## src/rtl/tilt_paddle_ctrl_if.sv

```systemverilog
// ---------------------------------------------------------------------------
// tilt_paddle_ctrl_if : tilt code in, paddle position/status out   (rev 1.0)
// ---------------------------------------------------------------------------
`default_nettype none

interface tilt_paddle_ctrl_if #(
  parameter int XW = 10
);
  logic [7:0]    tilt_code;
  logic          enable;
  logic [XW-1:0] pos_x;
  logic [1:0]    dir;
  logic          moving;
  logic          move_pulse;
  logic          at_left;
  logic          at_right;

  modport master (
    output tilt_code, enable,
    input  pos_x, dir, moving, move_pulse, at_left, at_right
  );

  modport slave (
    input  tilt_code, enable,
    output pos_x, dir, moving, move_pulse, at_left, at_right
  );
endinterface

`default_nettype wire

```

## src/rtl/tilt_paddle_ctrl.sv

```systemverilog
// ---------------------------------------------------------------------------
// tilt_paddle_ctrl : sync + debounce tilt code, HOLD/RIGHT/LEFT FSM, clamped X
// rev 1.0
// ---------------------------------------------------------------------------
`default_nettype none

module tilt_paddle_ctrl #(
  parameter int TICK_DIV     = 250000,
  parameter int STABLE_TICKS = 4,
  parameter int FAST_AFTER   = 32,
  parameter int STEP_SLOW    = 1,
  parameter int STEP_FAST    = 4,
  parameter int XW           = 10,
  parameter int X_MIN        = 0,
  parameter int X_MAX        = 600,
  parameter int X_INIT       = 300
) (
  input  wire logic        CLOCK_50,
  input  wire logic        rst_n,
  tilt_paddle_ctrl_if.slave bus
);

  localparam int CNT_W = (TICK_DIV > 1) ? $clog2(TICK_DIV) : 1;
  localparam int SW    = $clog2(STABLE_TICKS + 1);
  localparam int RW    = $clog2(FAST_AFTER + 1);

  localparam logic [CNT_W-1:0] c_tick_last = CNT_W'(TICK_DIV - 1);
  localparam logic [SW-1:0]    c_stable    = SW'(STABLE_TICKS);
  localparam logic [RW-1:0]    c_fast      = RW'(FAST_AFTER);
  localparam logic [XW:0]      c_xmin      = (XW+1)'(X_MIN);
  localparam logic [XW:0]      c_xmax      = (XW+1)'(X_MAX);
  localparam logic [XW:0]      c_step_slow = (XW+1)'(STEP_SLOW);
  localparam logic [XW:0]      c_step_fast = (XW+1)'(STEP_FAST);

  typedef enum logic [1:0] {
    S_HOLD  = 2'b00,
    S_RIGHT = 2'b01,
    S_LEFT  = 2'b10
  } state_t;

  state_t           r_state, w_state_nxt;
  logic [1:0]       r_sync1, r_sync2;
  logic [CNT_W-1:0] r_cnt;
  logic [1:0]       r_cand, r_acc;
  logic [SW-1:0]    r_stable;
  logic [RW-1:0]    r_run;
  logic [XW-1:0]    r_pos;
  logic             r_move_pulse;

  logic             w_tick;
  logic [1:0]       w_sample, w_cand_nxt;
  logic [SW-1:0]    w_stable_nxt;
  logic             w_move;
  logic [XW:0]      w_step, w_pos_ext, w_sum;
  logic [XW-1:0]    w_pos_nxt;
  logic             w_unused_hi;

  assign w_unused_hi = ^bus.tilt_code[7:2];

  // tilt_code comes from a slower derived clock; only the two direction bits cross
  always_ff @(posedge CLOCK_50 or negedge rst_n) begin
    if (!rst_n) begin
      r_sync1 <= 2'b00;
      r_sync2 <= 2'b00;
      r_cnt   <= '0;
    end else begin
      r_sync1 <= bus.tilt_code[1:0];
      r_sync2 <= r_sync1;
      r_cnt   <= w_tick ? '0 : r_cnt + 1'b1;
    end
  end

  assign w_tick       = (r_cnt == c_tick_last);
  assign w_sample     = (r_sync2 == 2'b11) ? 2'b00 : r_sync2;
  assign w_cand_nxt   = w_sample;
  assign w_stable_nxt = (w_sample != r_cand)  ? SW'(1) :
                        (r_stable == c_stable) ? r_stable : r_stable + 1'b1;

  always_ff @(posedge CLOCK_50 or negedge rst_n) begin
    if (!rst_n) begin
      r_state <= S_HOLD;
    end else if (w_tick) begin
      r_state <= w_state_nxt;
    end
  end

  always_comb begin
    w_state_nxt = r_state;
    w_move      = 1'b0;
    unique case (r_state)
      S_HOLD: begin
        if (bus.enable && r_acc == 2'b01)      w_state_nxt = S_RIGHT;
        else if (bus.enable && r_acc == 2'b10) w_state_nxt = S_LEFT;
      end
      S_RIGHT: begin
        if (!bus.enable || r_acc != 2'b01) w_state_nxt = S_HOLD;
        else                               w_move      = 1'b1;
      end
      S_LEFT: begin
        if (!bus.enable || r_acc != 2'b10) w_state_nxt = S_HOLD;
        else                               w_move      = 1'b1;
      end
      default: w_state_nxt = S_HOLD;
    endcase
  end

  // one extra bit keeps both the overflow and underflow comparisons honest
  assign w_step    = (r_run == c_fast) ? c_step_fast : c_step_slow;
  assign w_pos_ext = {1'b0, r_pos};
  assign w_sum     = w_pos_ext + w_step;

  always_comb begin
    w_pos_nxt = r_pos;
    if (w_move) begin
      if (r_state == S_RIGHT)
        w_pos_nxt = (w_sum > c_xmax) ? c_xmax[XW-1:0] : w_sum[XW-1:0];
      else
        w_pos_nxt = (w_pos_ext < c_xmin + w_step) ? c_xmin[XW-1:0]
                                                  : r_pos - w_step[XW-1:0];
    end
  end

  always_ff @(posedge CLOCK_50 or negedge rst_n) begin
    if (!rst_n) begin
      r_cand       <= 2'b00;
      r_stable     <= '0;
      r_acc        <= 2'b00;
      r_run        <= '0;
      r_pos        <= XW'(X_INIT);
      r_move_pulse <= 1'b0;
    end else if (w_tick) begin
      r_cand       <= w_cand_nxt;
      r_stable     <= w_stable_nxt;
      if (w_stable_nxt == c_stable) r_acc <= w_cand_nxt;
      r_pos        <= w_pos_nxt;
      r_move_pulse <= (w_pos_nxt != r_pos);
      if (w_state_nxt == S_HOLD)        r_run <= '0;
      else if (w_move && r_run != c_fast) r_run <= r_run + 1'b1;
    end else begin
      r_move_pulse <= 1'b0;
    end
  end

  assign bus.pos_x      = r_pos;
  assign bus.dir        = r_state;
  assign bus.moving     = (r_state != S_HOLD);
  assign bus.move_pulse = r_move_pulse;
  assign bus.at_left    = (r_pos == c_xmin[XW-1:0]);
  assign bus.at_right   = (r_pos == c_xmax[XW-1:0]);

endmodule

`default_nettype wire

```

## src/flat_wrapper.sv

```systemverilog
// flat-port wrapper written by rule: the top's interface ports become plain ports
module tilt_paddle_ctrl_flat 
#(
  parameter int TICK_DIV     = 250000,
  parameter int STABLE_TICKS = 4,
  parameter int FAST_AFTER   = 32,
  parameter int STEP_SLOW    = 1,
  parameter int STEP_FAST    = 4,
  parameter int XW           = 10,
  parameter int X_MIN        = 0,
  parameter int X_MAX        = 600,
  parameter int X_INIT       = 300
)
  (CLOCK_50, rst_n, bus_tilt_code, bus_enable, bus_pos_x, bus_dir, bus_moving, bus_move_pulse, bus_at_left, bus_at_right);
  tilt_paddle_ctrl_if #(.XW(XW)) bus_i ();
  input  wire logic CLOCK_50;
  input  wire logic rst_n;
  input wire logic [$bits(bus_i.tilt_code)-1:0] bus_tilt_code;
  input wire logic [$bits(bus_i.enable)-1:0] bus_enable;
  output wire logic [$bits(bus_i.pos_x)-1:0] bus_pos_x;
  output wire logic [$bits(bus_i.dir)-1:0] bus_dir;
  output wire logic [$bits(bus_i.moving)-1:0] bus_moving;
  output wire logic [$bits(bus_i.move_pulse)-1:0] bus_move_pulse;
  output wire logic [$bits(bus_i.at_left)-1:0] bus_at_left;
  output wire logic [$bits(bus_i.at_right)-1:0] bus_at_right;
  assign bus_i.tilt_code = bus_tilt_code;
  assign bus_i.enable = bus_enable;
  assign bus_pos_x = bus_i.pos_x;
  assign bus_dir = bus_i.dir;
  assign bus_moving = bus_i.moving;
  assign bus_move_pulse = bus_i.move_pulse;
  assign bus_at_left = bus_i.at_left;
  assign bus_at_right = bus_i.at_right;
  tilt_paddle_ctrl #(.TICK_DIV(TICK_DIV), .STABLE_TICKS(STABLE_TICKS), .FAST_AFTER(FAST_AFTER), .STEP_SLOW(STEP_SLOW), .STEP_FAST(STEP_FAST), .XW(XW), .X_MIN(X_MIN), .X_MAX(X_MAX), .X_INIT(X_INIT)) u_core (.CLOCK_50(CLOCK_50), .rst_n(rst_n), .bus(bus_i));
endmodule
```

## config.mk

```make
export PLATFORM = sky130hd
export DESIGN_NAME = tilt_paddle_ctrl_flat
export DESIGN_NICKNAME = d
export VERILOG_FILES = /design/src/rtl/tilt_paddle_ctrl_if.sv /design/src/rtl/tilt_paddle_ctrl.sv /design/src/flat_wrapper.sv
export SDC_FILE = /design/constraint.sdc
export NUM_CORES = 1
export LEC_CHECK = 0
export CORE_MARGIN = 5
export CORE_UTILIZATION = 45
export DETAILED_ROUTE_END_ITERATION = 8
export SYNTH_ARGS = -nofsm -noshare
export SYNTH_HDL_FRONTEND = slang
export SYNTH_SLANG_ARGS = --single-unit
```

## constraint.sdc

```tcl
create_clock -name CLOCK_50 -period 4.1 [get_ports CLOCK_50]
set_clock_uncertainty 0.05 [all_clocks]
set_input_delay 0.41 -clock CLOCK_50 [delete_from_list [all_inputs] [get_ports CLOCK_50]]
set_output_delay 0.41 -clock CLOCK_50 [all_outputs]
set_load 0.05 [all_outputs]
```

==> metrics.yaml <==
place.port_buffers: 20
synth.cells.most_frequent: "44 x sky130_fd_sc_hd__dfrtp_1, 42 x sky130_fd_sc_hd__nand2_1, 39 x sky130_fd_sc_hd__nor2_1"
grt_antenna_before_repair: 0
tritoncts.num_buffers: 5
path_class: "flip-flop to flip-flop"
setup_viol: 0
overflow_left_after_global_routing: 0
worstSetupStartpointType: "flip-flop"
initial_utilization: 0.456
syn_area_per_cell_sq_um: 8.64
critical_path.cell_chain: "inv_1 -> ha_1 -> nor4b_2 -> nand2_1 -> ha_1 -> or2_1 -> a2111o_1 -> o41ai_4 -> buf_4 -> a21oi_1 -> o21ai_1 -> o2bb2ai_1 -> nor4b_2 -> and4b_1 -> o22ai_1"
critical_path_buf_inv_count: 2
maxSlewHeadroom: 0.451
clk_path_buf_depth: 2
final.setup.tns_ns: 0
die_area_sq_mm: 0.00904
route.detailed.drc: 0
utilization: 0.526
fin_crit_ns: 3.78
route.vias.total: 2826
final_max_slew_viol_count: 0
area.growth.synth_to_final_pct: 15.3
drv_cap: 0
rsz0062_at_grt: "no"
drtIter0Drc: 164
synthArstFlopShare: 1.00
die_w_um: 95.1
synth-seq-area-share: 0.370
post_synth_inst_count: 377
detail-route-antenna-nets: 0
via_count_of_the_first_global_routing_pass: 2651
routed_wl_um: 7660
final_net_count: 428
final.period_utilization: 0.922
critPathRequiredTime_ns: 4.20
clock_tree.root_cell: "sky130_fd_sc_hd__clkbuf_8"
synth_enable_flop_cells: 0
grt_pass1_wl_um: 12900
cts_num_sinks: 48
synth.lib_cells_used.distinct: 61
power_density_mw_per_mm2: 205
timing.hold.worst.class: "primary input to async pin"
drt-wirelength-per-cell_um: 15.3
clock_latency_ns: 0.30
vias_per_cell: 5.63
syn_nets: 403
critPathMaxStageDelay_ns: 0.48
max_freq_ghz: 0.265
total_of_hold_buffers_inserted_after_clock_tree_synthesis: 0
place.detailed.hpwl_um: 5600
worst-path-max-fanout: 4
synth_top_flop_cell: "sky130_fd_sc_hd__dfrtp_1"
diodes_inserted: 0
clock_tree_from_tritoncts: "done"
slowest_stage: "sky130_fd_sc_hd__a2111o_1"
worst_slew_pin_slew_ns: 0.816
post_synth_instance_area_sq_mm: 0.00326
io-pin-count: 27
final_hold_viol_count: 0
run_status: "finished clean"
dieHeight_um: 95.1
yosysMostFrequentCell: "sky130_fd_sc_hd__dfrtp_1"
yosysTopAreaCell: "sky130_fd_sc_hd__dfrtp_1"
gp_congestion: 0.857
htree_num_levels: 2
worst_setup_hold_path_clk_slew_ns: 0.08
synth.top_cell.area_share: 0.338
cp_data_arrival_time_ns: 3.88
share_of_cells_above_drive_strength_1: 0.112
yosysWarningCount: 0
leakagePower_nw: 1.55
grt_usage: 0.179
pin_count_of_the_biggest_net_entering_global_routing: 49
critical_path.top_delay_family: "compound AO/OA/AOI/OAI gates"
cp-end-kind: "flip-flop"
ir_worst_vdd_mv: 0.171
synth_seq_cells: 48
synth.area.top_cells: "sky130_fd_sc_hd__dfrtp_1 34%, sky130_fd_sc_hd__ha_1 5.8%, sky130_fd_sc_hd__nand2_1 4.8%, sky130_fd_sc_hd__nor2_1 4.5%, sky130_fd_sc_hd__xnor2_1 4.0%"
rows: 31
number_of_detailed_route_iterations_in_the_first_pass: 5
core_region_area_sq_mm: 0.00714
layout make-up:
class | count | area, sq um
clock buffer | 7 | 76.3
sequential | 48 | 1210
inverter | 15 | 56.3
clock inverter | 1 | 8.76
multi-input combinational | 297 | 1980
timing repair buffer | 35 | 308
tap | 99 | 124
fill | 699 | 3380
worst register-to-register path, cell delays in order (launching register included):
cell and delay, ns:
sky130_fd_sc_hd__dfrtp_1 0.40, sky130_fd_sc_hd__inv_1 0.10, sky130_fd_sc_hd__ha_1 0.15, sky130_fd_sc_hd__nor4b_2 0.18
sky130_fd_sc_hd__nand2_1 0.16, sky130_fd_sc_hd__ha_1 0.22, sky130_fd_sc_hd__or2_1 0.24, sky130_fd_sc_hd__a2111o_1 0.48
sky130_fd_sc_hd__o41ai_4 0.48, sky130_fd_sc_hd__buf_4 0.20, sky130_fd_sc_hd__a21oi_1 0.05, sky130_fd_sc_hd__o21ai_1 0.18
sky130_fd_sc_hd__o2bb2ai_1 0.13, sky130_fd_sc_hd__nor4b_2 0.29, sky130_fd_sc_hd__and4b_1 0.24, sky130_fd_sc_hd__o22ai_1 0.08
routing by layer:
| metal | vias to the layer above | GRT usage | wire length (um) |
|---|---|---|---|
| met5 | - | 0 | 0 |
| met4 | 0 | 0.0589 | 101 |
| met3 | 11 | 0.0268 | 337 |
| met2 | 76 | 0.275 | 3500 |
| met1 | 1337 | 0.259 | 3730 |
| li1 | 1402 | - | - |
repair_timing:
action / 4_1_cts / 5_1_grt
setup endpoints to repair: 0 / 4
buffers inserted: 0 / 4
gates resized for setup: 0 / 11
cells in the final DEF (no fill, tap or decap), drive strengths merged, types with 4 or more instances in the layout:
cell	n
nor3	9
buf	16
inv	15
clkbuf	7
ha	15
xor2	13
o22ai	4
nand3b	4
and3	5
nand3	9
dfstp	4
or4	4
o211ai	4
and2	5
nor4	5
xnor2	15
a21oi	18
nor2b	6
or3	4
nor2	39
dfrtp	44
nand2	42
nand4	5
clkdlybuf4s50	19
o31ai	6
o21ai	33
metrics by stage:
stage,power [W],instances,worst slack (ns),instance area [sq um],hold slack (ns)
6_report,0.000770,502,0.321,3750,0.149
5_1_grt,0.000805,502,0.0331,3750,0.207
4_1_cts,0.000787,498,0.0613,3670,0.174
3_5_place_dp,0.000504,490,0.107,3590,0.286
3_3_place_gp,0.000504,490,0.229,3590,0.283
2_1_floorplan,0.000489,377,0.659,3260,0.0644
path summary, 6_finish.rpt:
check	slack [ns]	to	cells past startpoint	start
setup / recovery	0.32	u_core.bus.move_pulse	15	u_core.r_run[0]
hold / removal	0.15	u_core.bus.dir[1]	2	rst_n
setup reg to reg	0.32	u_core.bus.move_pulse	15	u_core.r_run[0]
hold reg to reg	0.30	u_core.r_sync2[1]	0	u_core.r_sync1[1]
max in group asynchronous	3.43	u_core.bus.pos_x[4]	2	rst_n
min in group CLOCK_50	0.30	u_core.r_sync2[1]	0	u_core.r_sync1[1]
cell families (layout without fill, tap and decap cells):
family                   Yosys count  in the layout  share of synthesized area
AND/OR/NAND/NOR                  154            154                      0.238
AO/OA/AOI/OAI                     96             96                      0.205
flip-flops                        48             48                      0.370
buffers and inverters             32             58                     0.0403
XOR/XNOR                          28             28                     0.0753
adder cells (fa/ha/maj)           15             15                     0.0576
multiplexers                       4              4                     0.0134
where the power goes:
part	leakage, nW	switching, W	internal, W	total [W]
Clock	0.0424	0.000155	0.000122	0.000277
Combinational	0.890	0.0000121	0.00000513	0.0000173
Sequential	0.622	0.00000115	0.000475	0.000476
Total	1.55	0.000168	0.000602	0.000770
state kept, by name (all words and copies together), names as in the netlist:
name / count
u_core.bus.dir: 2
u_core.r_cnt: 18
u_core.bus.move_pulse: 1
u_core.r_run: 6
u_core.r_stable: 3
u_core.bus.pos_x: 10
u_core.r_sync1: 2
u_core.r_acc: 2
u_core.r_cand: 2
u_core.r_sync2: 2
Power figures use the tool's default switching activity.
